===== config.mk =====
export PLATFORM = sky130hd
export DESIGN_NAME = obi2ahbm_bridge
export DESIGN_NICKNAME = d
export VERILOG_FILES = /design/src/rtl/obi2ahbm_bridge.sv
export SDC_FILE = /design/constraint.sdc
export NUM_CORES = 1
export LEC_CHECK = 0
export CAP_MARGIN = 25
export CORE_MARGIN = 1.5
export CORE_UTILIZATION = 57
export DETAILED_ROUTE_END_ITERATION = 8
export DONT_BUFFER_PORTS = 1
export PLACE_DENSITY = 0.85
export REMOVE_ABC_BUFFERS = 1
export SLEW_MARGIN = 20
export SYNTH_ARGS = -nofsm -noshare
export SYNTH_HDL_FRONTEND = slang
export SYNTH_SLANG_ARGS = --single-unit

===== constraint.sdc =====
create_clock -name hclk_i -period 2.55 [get_ports hclk_i]
set_input_delay 0.51 -clock hclk_i [delete_from_list [all_inputs] [get_ports hclk_i]]
set_output_delay 0.51 -clock hclk_i [all_outputs]
set_load 0.01 [all_outputs]

===== src/rtl/obi2ahbm_bridge.sv =====
// OBI-to-AHB-Lite master bridge: single transfers, at most one outstanding data phase,
// byte-enable to hsize/haddr translation and saturating transfer/error statistics.
module obi2ahbm_bridge #(
  parameter int unsigned DATA_W       = 32,
  parameter int unsigned ADDR_W       = 32,
  parameter int unsigned CNT_W        = 16,
  parameter int unsigned LOCAL_BE_ERR = 1
) (
  input  logic                hclk_i,
  input  logic                hreset_i,
  output logic [ADDR_W-1:0]   haddr_o,
  output logic [2:0]          hburst_o,
  output logic                hmastlock_o,
  output logic [3:0]          hprot_o,
  output logic [2:0]          hsize_o,
  output logic [1:0]          htrans_o,
  output logic [DATA_W-1:0]   hwdata_o,
  output logic                hwrite_o,
  input  logic [DATA_W-1:0]   hrdata_i,
  input  logic                hready_i,
  input  logic                hresp_i,
  input  logic                data_req_i,
  output logic                data_gnt_o,
  output logic                data_rvalid_o,
  input  logic                data_we_i,
  input  logic [DATA_W/8-1:0] data_be_i,
  input  logic [ADDR_W-1:0]   data_addr_i,
  input  logic [DATA_W-1:0]   data_wdata_i,
  output logic [DATA_W-1:0]   data_rdata_o,
  output logic                data_err_o,
  input  logic                pending_dbus_xfer_i,
  input  logic                priv_mode_i,
  output logic [CNT_W-1:0]    xfer_cnt_o,
  output logic [CNT_W-1:0]    err_cnt_o
);

  localparam int unsigned       NB            = DATA_W / 8;
  localparam int unsigned       LB            = $clog2(NB);
  localparam logic [1:0]        HTRANS_IDLE   = 2'b00;
  localparam logic [1:0]        HTRANS_NONSEQ = 2'b10;
  localparam logic [ADDR_W-1:0] LANE_MASK     = ADDR_W'(NB - 1);
  localparam logic [CNT_W-1:0]  CNT_MAX       = {CNT_W{1'b1}};

  typedef enum logic [1:0] {S_IDLE, S_DATA, S_LERR} state_e;

  state_e            state_q, state_d;
  logic              be_legal;
  logic [2:0]        be_size;
  logic [LB-1:0]     be_lo;
  logic              gnt_c, ahb_gnt_c, lerr_gnt_c;
  logic [ADDR_W-1:0] req_addr_c;
  logic [ADDR_W-1:0] addr_q;
  logic [2:0]        size_q;
  logic              write_q;
  logic [3:0]        prot_q;

  assign hburst_o     = 3'b000;
  assign hmastlock_o  = 1'b0;
  assign data_rdata_o = hrdata_i;

  // Match byte enables against every naturally aligned power-of-two lane group;
  // anything unmatched falls back to full-width, lane-aligned.
  always_comb begin
    be_legal = 1'b0;
    be_size  = 3'(LB);
    be_lo    = '0;
    for (int unsigned s = 0; s <= LB; s++) begin
      for (int unsigned o = 0; o < NB; o += (32'd1 << s)) begin
        if (data_be_i == NB'(((32'd1 << (32'd1 << s)) - 32'd1) << o)) begin
          be_legal = 1'b1;
          be_size  = 3'(s);
          be_lo    = LB'(o);
        end
      end
    end
  end

  assign req_addr_c = (data_addr_i & ~LANE_MASK) | ADDR_W'(be_lo);

  always_ff @(posedge hclk_i) begin
    if (hreset_i) state_q <= S_IDLE;
    else          state_q <= state_d;
  end

  // Grant, address phase, response and next-state logic.
  always_comb begin
    state_d       = state_q;
    gnt_c         = 1'b0;
    ahb_gnt_c     = 1'b0;
    lerr_gnt_c    = 1'b0;
    data_gnt_o    = 1'b0;
    data_rvalid_o = 1'b0;
    data_err_o    = 1'b0;
    htrans_o      = HTRANS_IDLE;
    haddr_o       = addr_q;
    hsize_o       = size_q;
    hwrite_o      = write_q;
    hprot_o       = prot_q;
    if (!hreset_i) begin
      gnt_c      = data_req_i & hready_i & !hresp_i & !pending_dbus_xfer_i & (state_q != S_LERR);
      ahb_gnt_c  = gnt_c & (be_legal | (LOCAL_BE_ERR == 0));
      lerr_gnt_c = gnt_c & !ahb_gnt_c;
      data_gnt_o = gnt_c;
      if (ahb_gnt_c) begin
        htrans_o = HTRANS_NONSEQ;
        haddr_o  = req_addr_c;
        hsize_o  = be_size;
        hwrite_o = data_we_i;
        hprot_o  = {2'b00, priv_mode_i, 1'b1};
      end
      case (state_q)
        S_IDLE: begin
          if (ahb_gnt_c)       state_d = S_DATA;
          else if (lerr_gnt_c) state_d = S_LERR;
        end
        S_DATA: begin
          data_rvalid_o = hready_i;
          data_err_o    = hresp_i;
          if (hready_i) begin
            if (ahb_gnt_c)       state_d = S_DATA;
            else if (lerr_gnt_c) state_d = S_LERR;
            else                 state_d = S_IDLE;
          end
        end
        S_LERR: begin
          data_rvalid_o = 1'b1;
          data_err_o    = 1'b1;
          state_d       = S_IDLE;
        end
        default: state_d = S_IDLE;
      endcase
    end
  end

  // Held address-phase attributes, write data and statistics.
  always_ff @(posedge hclk_i) begin
    if (hreset_i) begin
      addr_q     <= '0;
      size_q     <= '0;
      write_q    <= 1'b0;
      prot_q     <= '0;
      hwdata_o   <= '0;
      xfer_cnt_o <= '0;
      err_cnt_o  <= '0;
    end else begin
      if (ahb_gnt_c) begin
        addr_q  <= req_addr_c;
        size_q  <= be_size;
        write_q <= data_we_i;
        prot_q  <= {2'b00, priv_mode_i, 1'b1};
      end
      if (gnt_c && data_we_i) hwdata_o <= data_wdata_i;
      if ((state_q == S_DATA) && hready_i && (xfer_cnt_o != CNT_MAX))
        xfer_cnt_o <= xfer_cnt_o + CNT_W'(1);
      if (data_rvalid_o && data_err_o && (err_cnt_o != CNT_MAX))
        err_cnt_o <= err_cnt_o + CNT_W'(1);
    end
  end

endmodule


Word level (Yosys, flattened, before mapping):

Cells that the tools add are included.

* register bits: 104

* add/sub/neg operators: 2
* eq/ne operators: 14
* muxes and demuxes: 42
* bitwise gates (word level): 7
* reduce and logical (&&, ||, !) cells: 10

Operator list (number)
* 32-bit two-way mux: 2
* 16-bit by 1-bit adder with 16-bit output (second input constant): 2
* 2-bit two-way mux: 16
* 16-bit != test (second input constant): 2
* 32-bit by 2-bit OR with 32-bit output: 1
* 3-bit two-way mux: 7
* 1-bit two-way mux: 14
* 4-bit == test (second input constant): 3
* 4-bit by 2-bit == test with 1-bit output (second input constant): 2
* 1-bit bitwise AND: 6
* 1-bit logical AND: 5
* 4-bit by 1-bit == test with 1-bit output (second input constant): 1
* 4-bit by 3-bit == test with 1-bit output (second input constant): 1
* 2-bit != test (second input constant): 2
* 1-bit case mux with 2 select lines: 2
* 2-bit case mux with 2 select lines: 1
* 1-bit logical NOT: 3
* 3-bit != test (second input constant): 1
* 2-bit by 1-bit == test with 1-bit output (second input constant): 1
* 2-bit == test (second input constant): 1
* 2-bit logical NOT: 1
* 2-bit AND reduction: 1

Logic depth before layout (Yosys ltp):

Gate-level depths: netlist (run 1).

* depth after elaboration: 15
* depth in mapped cells: 9
* mapped depth without buffers: 7

Worst setup path before layout (run 1):

OpenSTA, ideal clock, no wires.

* path kind: register -> output
* start: register state_q[0]
* end: output port haddr_o[29]
* arrival time: 2.152 ns
* data required time: 2.040 ns
* path slack: -0.112 ns
* stages on the path, launching flop included: 8
* path buffers: 2
* cells stage by stage: dfxtp_1 > inv_1 > ha_1 > or4_1 > buf_6 > a311oi_4 > buf_6 > mux2_1

* word-level cells in the longest chain between the ends: 5

RTL lines
* start: declaration: line 46 `state_e state_q, state_d;`
* start signal: assignment: line 82 `else state_q <= state_d;`
* 2-bit != test: line 100 `gnt_c = data_req_i & hready_i & !hresp_i & !pending_dbus_xfer_i & (state_q != S_LERR);`
* 1-bit bitwise AND: line 100
* 1-bit bitwise AND: line 101 `ahb_gnt_c = gnt_c & (be_legal | (LOCAL_BE_ERR == 0));`
* 32-bit two-way mux: line 104 `if (ahb_gnt_c) begin`
* 32-bit two-way mux: line 99 `if (!hreset_i) begin`
* end: declaration: line 11 `output logic [ADDR_W-1:0] haddr_o,`

No other way between the ends.

Worst setup path in the final report (run 1):

* start: register state_q[0]
* end: output port haddr_o[13]

The elaborated chain is that of the path after synthesis.

==> results_dict.tcl, run 1 <==
set metrics [dict create \
    die_h_um 97.3 \
    cts_max_path_buffers 2 \
    cp.arrival_ps 2420 \
    timing.slew.headroom_pct 46.6 \
    status "finished with violations" \
    clock-root-buffer "clkbuf_8" \
    skew_ps 20.6 \
    drtIter0Drc 135 \
    rows 34 \
    synth_area_leaders "dfxtp_1, nand2_1, mux2_4, buf_4, a21oi_1" \
    drcViolationCount 0 \
    async_reset_ff_share_pct 0 \
    avgRoutedWirePerCell_um 19.3 \
    finalMaxSlewViolations 0 \
    synth_warnings 0 \
    drive_gt1_share_pct 17.2 \
    io_buffers 0 \
    synth_edf_count 0 \
    p_leak_nw 1.95 \
    core_area_mm2 0.00868 \
    swShare_pct 23.5 \
    critPathTopFamily "simple AND/OR/NAND/NOR gates" \
    combPwrFrac_pct 4.6 \
    start_util_pct 58.5 \
    routabilityCongestion 0.864 \
    critPathBufInv 4 \
    p_total_mw 2.74 \
    hpwl_um 8910 \
    finalCriticalPeriod_ps 2930 \
    rsz0062_at_grt "true" \
    cts_buffers 9 \
    crit_required_ps 2040 \
    syn_area_mm2 0.00507 \
    grt_pass1_wl_um 20500 \
    first_global_vias 4125 \
    yosys_most_used_dff "dfxtp_1" \
    antenna_found_initial 0 \
    power.density_mw_per_mm2 498 \
    grt_overflow_total 0 \
    period_share_pct 115 \
    synth_seq_area_share_pct 40.6 \
    drv_cap 0 \
    grt_max_degree 74 \
    viasPerCell 6.01 \
    clkSinkCount 103 \
    clock.fmax_mhz 342 \
    dieArea_mm2 0.00948 \
    clock_latency_ps 350 \
    seq_power_share_pct 59.7 \
    track_usage_pct 27.1 \
    clkTransAtPathRegs_ps 100 \
    setup_ws_ps -377 \
    crit_slowest_cell "or4_4" \
    netlist_top_cells_count "nand2_1, dfxtp_1, a21oi_1, buf_4, o21ai_0" \
    endpoint_kind "output port" \
    whs_ps 216 \
    ys_types 52 \
    cts_tree "yes" \
    cp_cell_sequence "inv_2 > ha_4 > or4_4 > a311oi_4 > buf_6 > buf_6 > buf_16 > mux2_4" \
    regToRegSetupSlack_ps 390 \
    critPathMaxStageDelay_ps 540 \
    critPathLaunchType "flip-flop" \
    dr.pass1.iters 5 \
    totalWireLength_um 13400 \
    p_int_mw 2.10 \
    h-tree-depth 3 \
    synth_cells 601 \
    ir_drop_v 0.000300 \
    die_w_um 97.3 \
    layout.nets 695 \
    synth_top_cell_by_area "dfxtp_1" \
    setup_viol 38 \
    hp-class "input port to flip-flop" \
    areaGrowthSynthToFinish_pct 8.51 \
    yosysMostFrequentCell "nand2_1" \
    cp_max_fo 5 \
    place_inst 662 \
    fin_cells 695 \
    vias 4175 \
    yosysTopAreaCellShare_pct 40.6 \
    ioPinCount 253 \
    hold_violations 0 \
    crit_type "flip-flop to output port" \
    path_common_cell "buf_6" \
    syn_area_per_cell_um2 8.44 \
    ant_nets 0 \
    power.share.clock_pct 35.7 \
    tightest_slew_ps 794 \
    ys_ff_latch 103 \
    diodes 0 \
    violations "setup timing" \
    switchingPower_uw 645 \
]
[state kept, by name (all words and copies together), names as in the netlist]
| signal | count |
|---|---|
| write_q | 1 |
| size_q | 2 |
| prot_q | 2 |
| xfer_cnt_o | 16 |
| err_cnt_o | 16 |
| addr_q | 32 |
| hwdata_o | 32 |
| state_q | 2 |
[routing by layer]
metal  global-route usage (%)  vias to the layer above  routed length, µm
met1                     30.4                     1911               5210
met5                     3.85                        -                 28
met4                     8.46                        2                298
met2                     43.8                      271               6140
li1                         -                     1959                  -
met3                     14.7                       32               1750
[per-stage QoR]
stage               util (%)  instance area [µm²]  setup WS [ps]  TNS (ps)
floorplan                  -                 4620          -1400    -59840
global placement        56.7                 4920           -144     -2980
detailed placement      56.7                 4920           -186     -4570
CTS                     62.4                 5410           -381    -12500
global route            63.4                 5510           -462    -15630
finish                  63.4                 5510           -377    -12570
[cells by family (layout without fill, tap and decap cells)]
| kind of cell | after synthesis | in the layout | synth area share, % |
|---|---|---|---|
| and+or+nand+nor | 242 | 242 | 21.2 |
| AOI/OAI and AO/OA | 118 | 118 | 13.8 |
| DFF | 103 | 103 | 40.6 |
| buffers and inverters | 79 | 58 | 9.99 |
| muxes | 35 | 35 | 9.91 |
| xor gates and xnor gates | 18 | 18 | 3.11 |
| adders and majority gates | 5 | 5 | 1.23 |
| other | 1 | 8 | 0.0739 |
[power groups by stage]
stage | logic [mW] | registers (mW) | clock network [mW]
after floorplan | 0.0804 | 1.67 | 0
after global placement | 0.101 | 1.67 | 0
after detailed placement | 0.106 | 1.67 | 0
after CTS | 0.119 | 1.64 | 1.00
after global routing | 0.136 | 1.64 | 1.08
final | 0.126 | 1.64 | 0.980
[final timing paths]
check,from,endpoint,cells past startpoint
setup / recovery,state_q[0]$_SDFFE_PP0P_,haddr_o[13],8
hold reg to reg,addr_q[30]$_SDFFE_PP0P_,addr_q[30]$_SDFFE_PP0P_,2
hold / removal,hreset_i,prot_q[1]$_SDFFE_PP0P_,1
setup reg to reg,state_q[0]$_SDFFE_PP0P_,err_cnt_o[14]$_SDFFE_PP0P_,9
[area by class of cell]
cell class	count	area, µm²
Fill cell	673	3170
Multi-Input combinational cell	426	2620
Sequential cell	103	2060
Timing Repair Buffer	34	467
Clock buffer	11	151
Tap cell	108	135
Clock inverter	5	40.0
Inverter	8	30.0
[cell usage in the layout (no fill, tap or decap), drive strengths merged, types with 3 or more instances in the layout]
cell / synthesis / final
nand2: 146 / 146
a31oi: 4 / 4
inv: 7 / 9
a21oi: 48 / 48
mux2: 32 / 32
clkbuf: 15 / 13
nor3b: 3 / 3
ha: 5 / 5
o21ai: 44 / 44
nand4: 9 / 9
buf: 56 / 32
mux2i: 3 / 3
or3: 4 / 4
and4: 5 / 5
clkinv: 1 / 4
a211oi: 3 / 3
xor2: 14 / 14
nor2: 39 / 39
nand2b: 3 / 3
xnor2: 4 / 4
dfxtp: 103 / 103
conb: 1 / 8
and3: 7 / 7
nor3: 5 / 5
nand3: 13 / 13
o211ai: 5 / 5
[repair_timing]
action                     4_1_cts  5_1_grt
hold buffers                     0        0
buffers inserted                 8        2
setup endpoints to repair       39       39
pin swaps                        4        1
gates resized for setup         30        6
cloned                           5        2
(Power assumes the default switching activity.)
==> run 2: changes to the inputs <==
- CORE_AREA: default -> 2 2 97 99
- CORE_MARGIN: 1.5 -> default
- CORE_UTILIZATION: 57 -> default
- DIE_AREA: default -> 0 0 99 101
- PLACE_DENSITY: 0.85 -> 0.82
- SETUP_SLACK_MARGIN: default -> 0.02
- clock period: 2.55 -> 3.45 ns (I/O delays scaled with it)
==> results_dict.tcl, run 2 (synthesis gave the netlist of run 1 again) <==
set metrics [dict create \
    start_util_pct 56.5 \
    crit_path_start "state_q[0]$_SDFFE_PP0P_" \
    p_leak_nw 1.74 \
    cts_hold_buf 0 \
    setup_viol 0 \
    crit_type "flip-flop to output port" \
    largest_registers "addr_q (32), hwdata_o (32)" \
    layout.nets 671 \
    drtIter0Drc 150 \
    ir_drop_v 0.000250 \
    die_w_um 99 \
    met1_length_um 4930 \
    track_usage_pct 22.9 \
    hpwl_um 8800 \
    rsz0062_at_grt "false" \
    r2r-start "state_q[0]$_SDFFE_PP0P_" \
    fin_util_pct 56.2 \
    grt_overflow_total 0 \
    drcViolationCount 0 \
    clkTransAtPathRegs_ps 100 \
    fin_cells 674 \
    clock.fmax_mhz 299 \
    drv_cap 0 \
    drive_gt1_share_pct 11.4 \
    io_buffers 0 \
    critPathLaunchType "flip-flop" \
    critPathMaxStageDelay_ps 540 \
    place_inst 654 \
    first_global_vias 3692 \
    h-tree-depth 3 \
    postLayoutCellArea_mm2 0.00504 \
    clock-root-buffer "clkbuf_8" \
    areaGrowthSynthToFinish_pct -0.567 \
    layout_common_cells "nand2_1, dfxtp_1, a21oi_1, o21ai_0, nor2_1" \
    final_common_cell "nand2_1" \
    highest_layer "met4" \
    holdPathStages 1 \
    endpoint_kind "output port" \
    place_area_mm2 0.00482 \
    skew_ps 11.0 \
    cts_max_path_buffers 2 \
    crit_path_end "hprot_o[1]" \
    status "finished, final reports clean" \
    cts_buffers 9 \
    wl_met3_um 1620 \
    die_h_um 101 \
    period_share_pct 96.9 \
    cp.arrival_ps 2650 \
    finalCriticalPeriod_ps 3340 \
    finalMaxSlewViolations 0 \
    grt_max_degree 74 \
    setup_ws_ps 107 \
    vias 3942 \
    cp_max_fo 5 \
    ioPinCount 253 \
    crit_required_ps 2760 \
    p_total_mw 1.96 \
    diodes 0 \
    clkSinkCount 103 \
    totalWireLength_um 12100 \
    cts_tree "yes" \
    whs_ps 385 \
    dr.pass1.iters 4 \
    rr_endpoint "addr_q[11]$_SDFFE_PP0P_" \
    wl_met2_um 5300 \
    antenna_found_initial 0 \
    crit_slowest_cell "or4_4" \
    ant_nets 0 \
    hp-class "input port to flip-flop" \
    regToRegSetupSlack_ps 990 \
    core_area_mm2 0.00898 \
    grt_pass1_wl_um 18100 \
    worst-r2r-cell-count 8 \
    hold_violations 0 \
    clock_latency_ps 360 \
    avgRoutedWirePerCell_um 17.9 \
    dp_slack_ps 369 \
    tightest_slew_ps 874 \
    power.density_mw_per_mm2 389 \
    rows 35 \
    cp_cell_sequence "inv_1 > ha_1 > or4_4 > a311oi_4 > buf_4 > buf_6 > mux2_4" \
    routabilityCongestion 0.919 \
    setup_tns_ps 0 \
    dieArea_mm2 0.0100 \
    viasPerCell 5.85 \
    timing.slew.headroom_pct 41.4 \
]
run 2: changes by cell type in the layout (fill, tap and decap cells not counted), moves of 2 or more:
cell	previous run	this run
buf_4	16	6
buf_16	5	0
buf_6	7	2
buf_12	4	0
a21oi_1	46	48
clkbuf_8	11	9
clkinv_4	2	0
mux2_1	0	2
mux2_4	32	30
nor2_1	37	39
nor2_4	2	0
run 2: report_power, final:
| part | internal [mW] | total, mW | switching (mW) |
|---|---|---|---|
| logic | 0.0289 | 0.0742 | 0.0453 |
| registers | 1.20 | 1.21 | 0.00923 |
| clock network | 0.268 | 0.680 | 0.412 |
| total | 1.50 | 1.96 | 0.466 |
run 2: worst min-delay path by stage:
stage / start / to / slack (ps)
after floorplan: addr_q[29]$_SDFFE_PP0P_ / addr_q[29]$_SDFFE_PP0P_ / 430
after global placement: addr_q[30]$_SDFFE_PP0P_ / addr_q[30]$_SDFFE_PP0P_ / 430
after detailed placement: addr_q[7]$_SDFFE_PP0P_ / addr_q[7]$_SDFFE_PP0P_ / 440
after CTS: hreset_i / addr_q[26]$_SDFFE_PP0P_ / 370
after global routing: hreset_i / addr_q[26]$_SDFFE_PP0P_ / 340
final: hreset_i / addr_q[15]$_SDFFE_PP0P_ / 390
run 2: area by class of cell:
cell class | instances | area [µm²]
Fill cell | 809 | 3930
Multi-Input combinational cell | 426 | 2530
Sequential cell | 103 | 2060
Tap cell | 111 | 139
Clock buffer | 10 | 128
Timing Repair Buffer | 10 | 108
Clock inverter | 6 | 43.8
Inverter | 8 | 30.0
run 2: what timing repair did:
item,CTS,global route
endpoints found under the setup margin,0,7
resized for setup,0,3
setup buffers,0,1
run 2: worst max-delay path, delay by kind of cell, from the launching register on:
family                   cells  cell delay [ps]
buffers and inverters        3              400
AND/OR/NAND/NOR              1              540
flip-flops                   1              370
adder cells (fa/ha/maj)      1              250
multiplexers                 1              330
AO/OA/AOI/OAI                1              420
run 2: per-layer routing:
metal / global-route usage [%] / vias to the layer above
met4: 7.80 / 0
met2: 33.8 / 247
met3: 12.4 / 20
met1: 27.9 / 1758
met5: 5.64 / -
li1: - / 1917
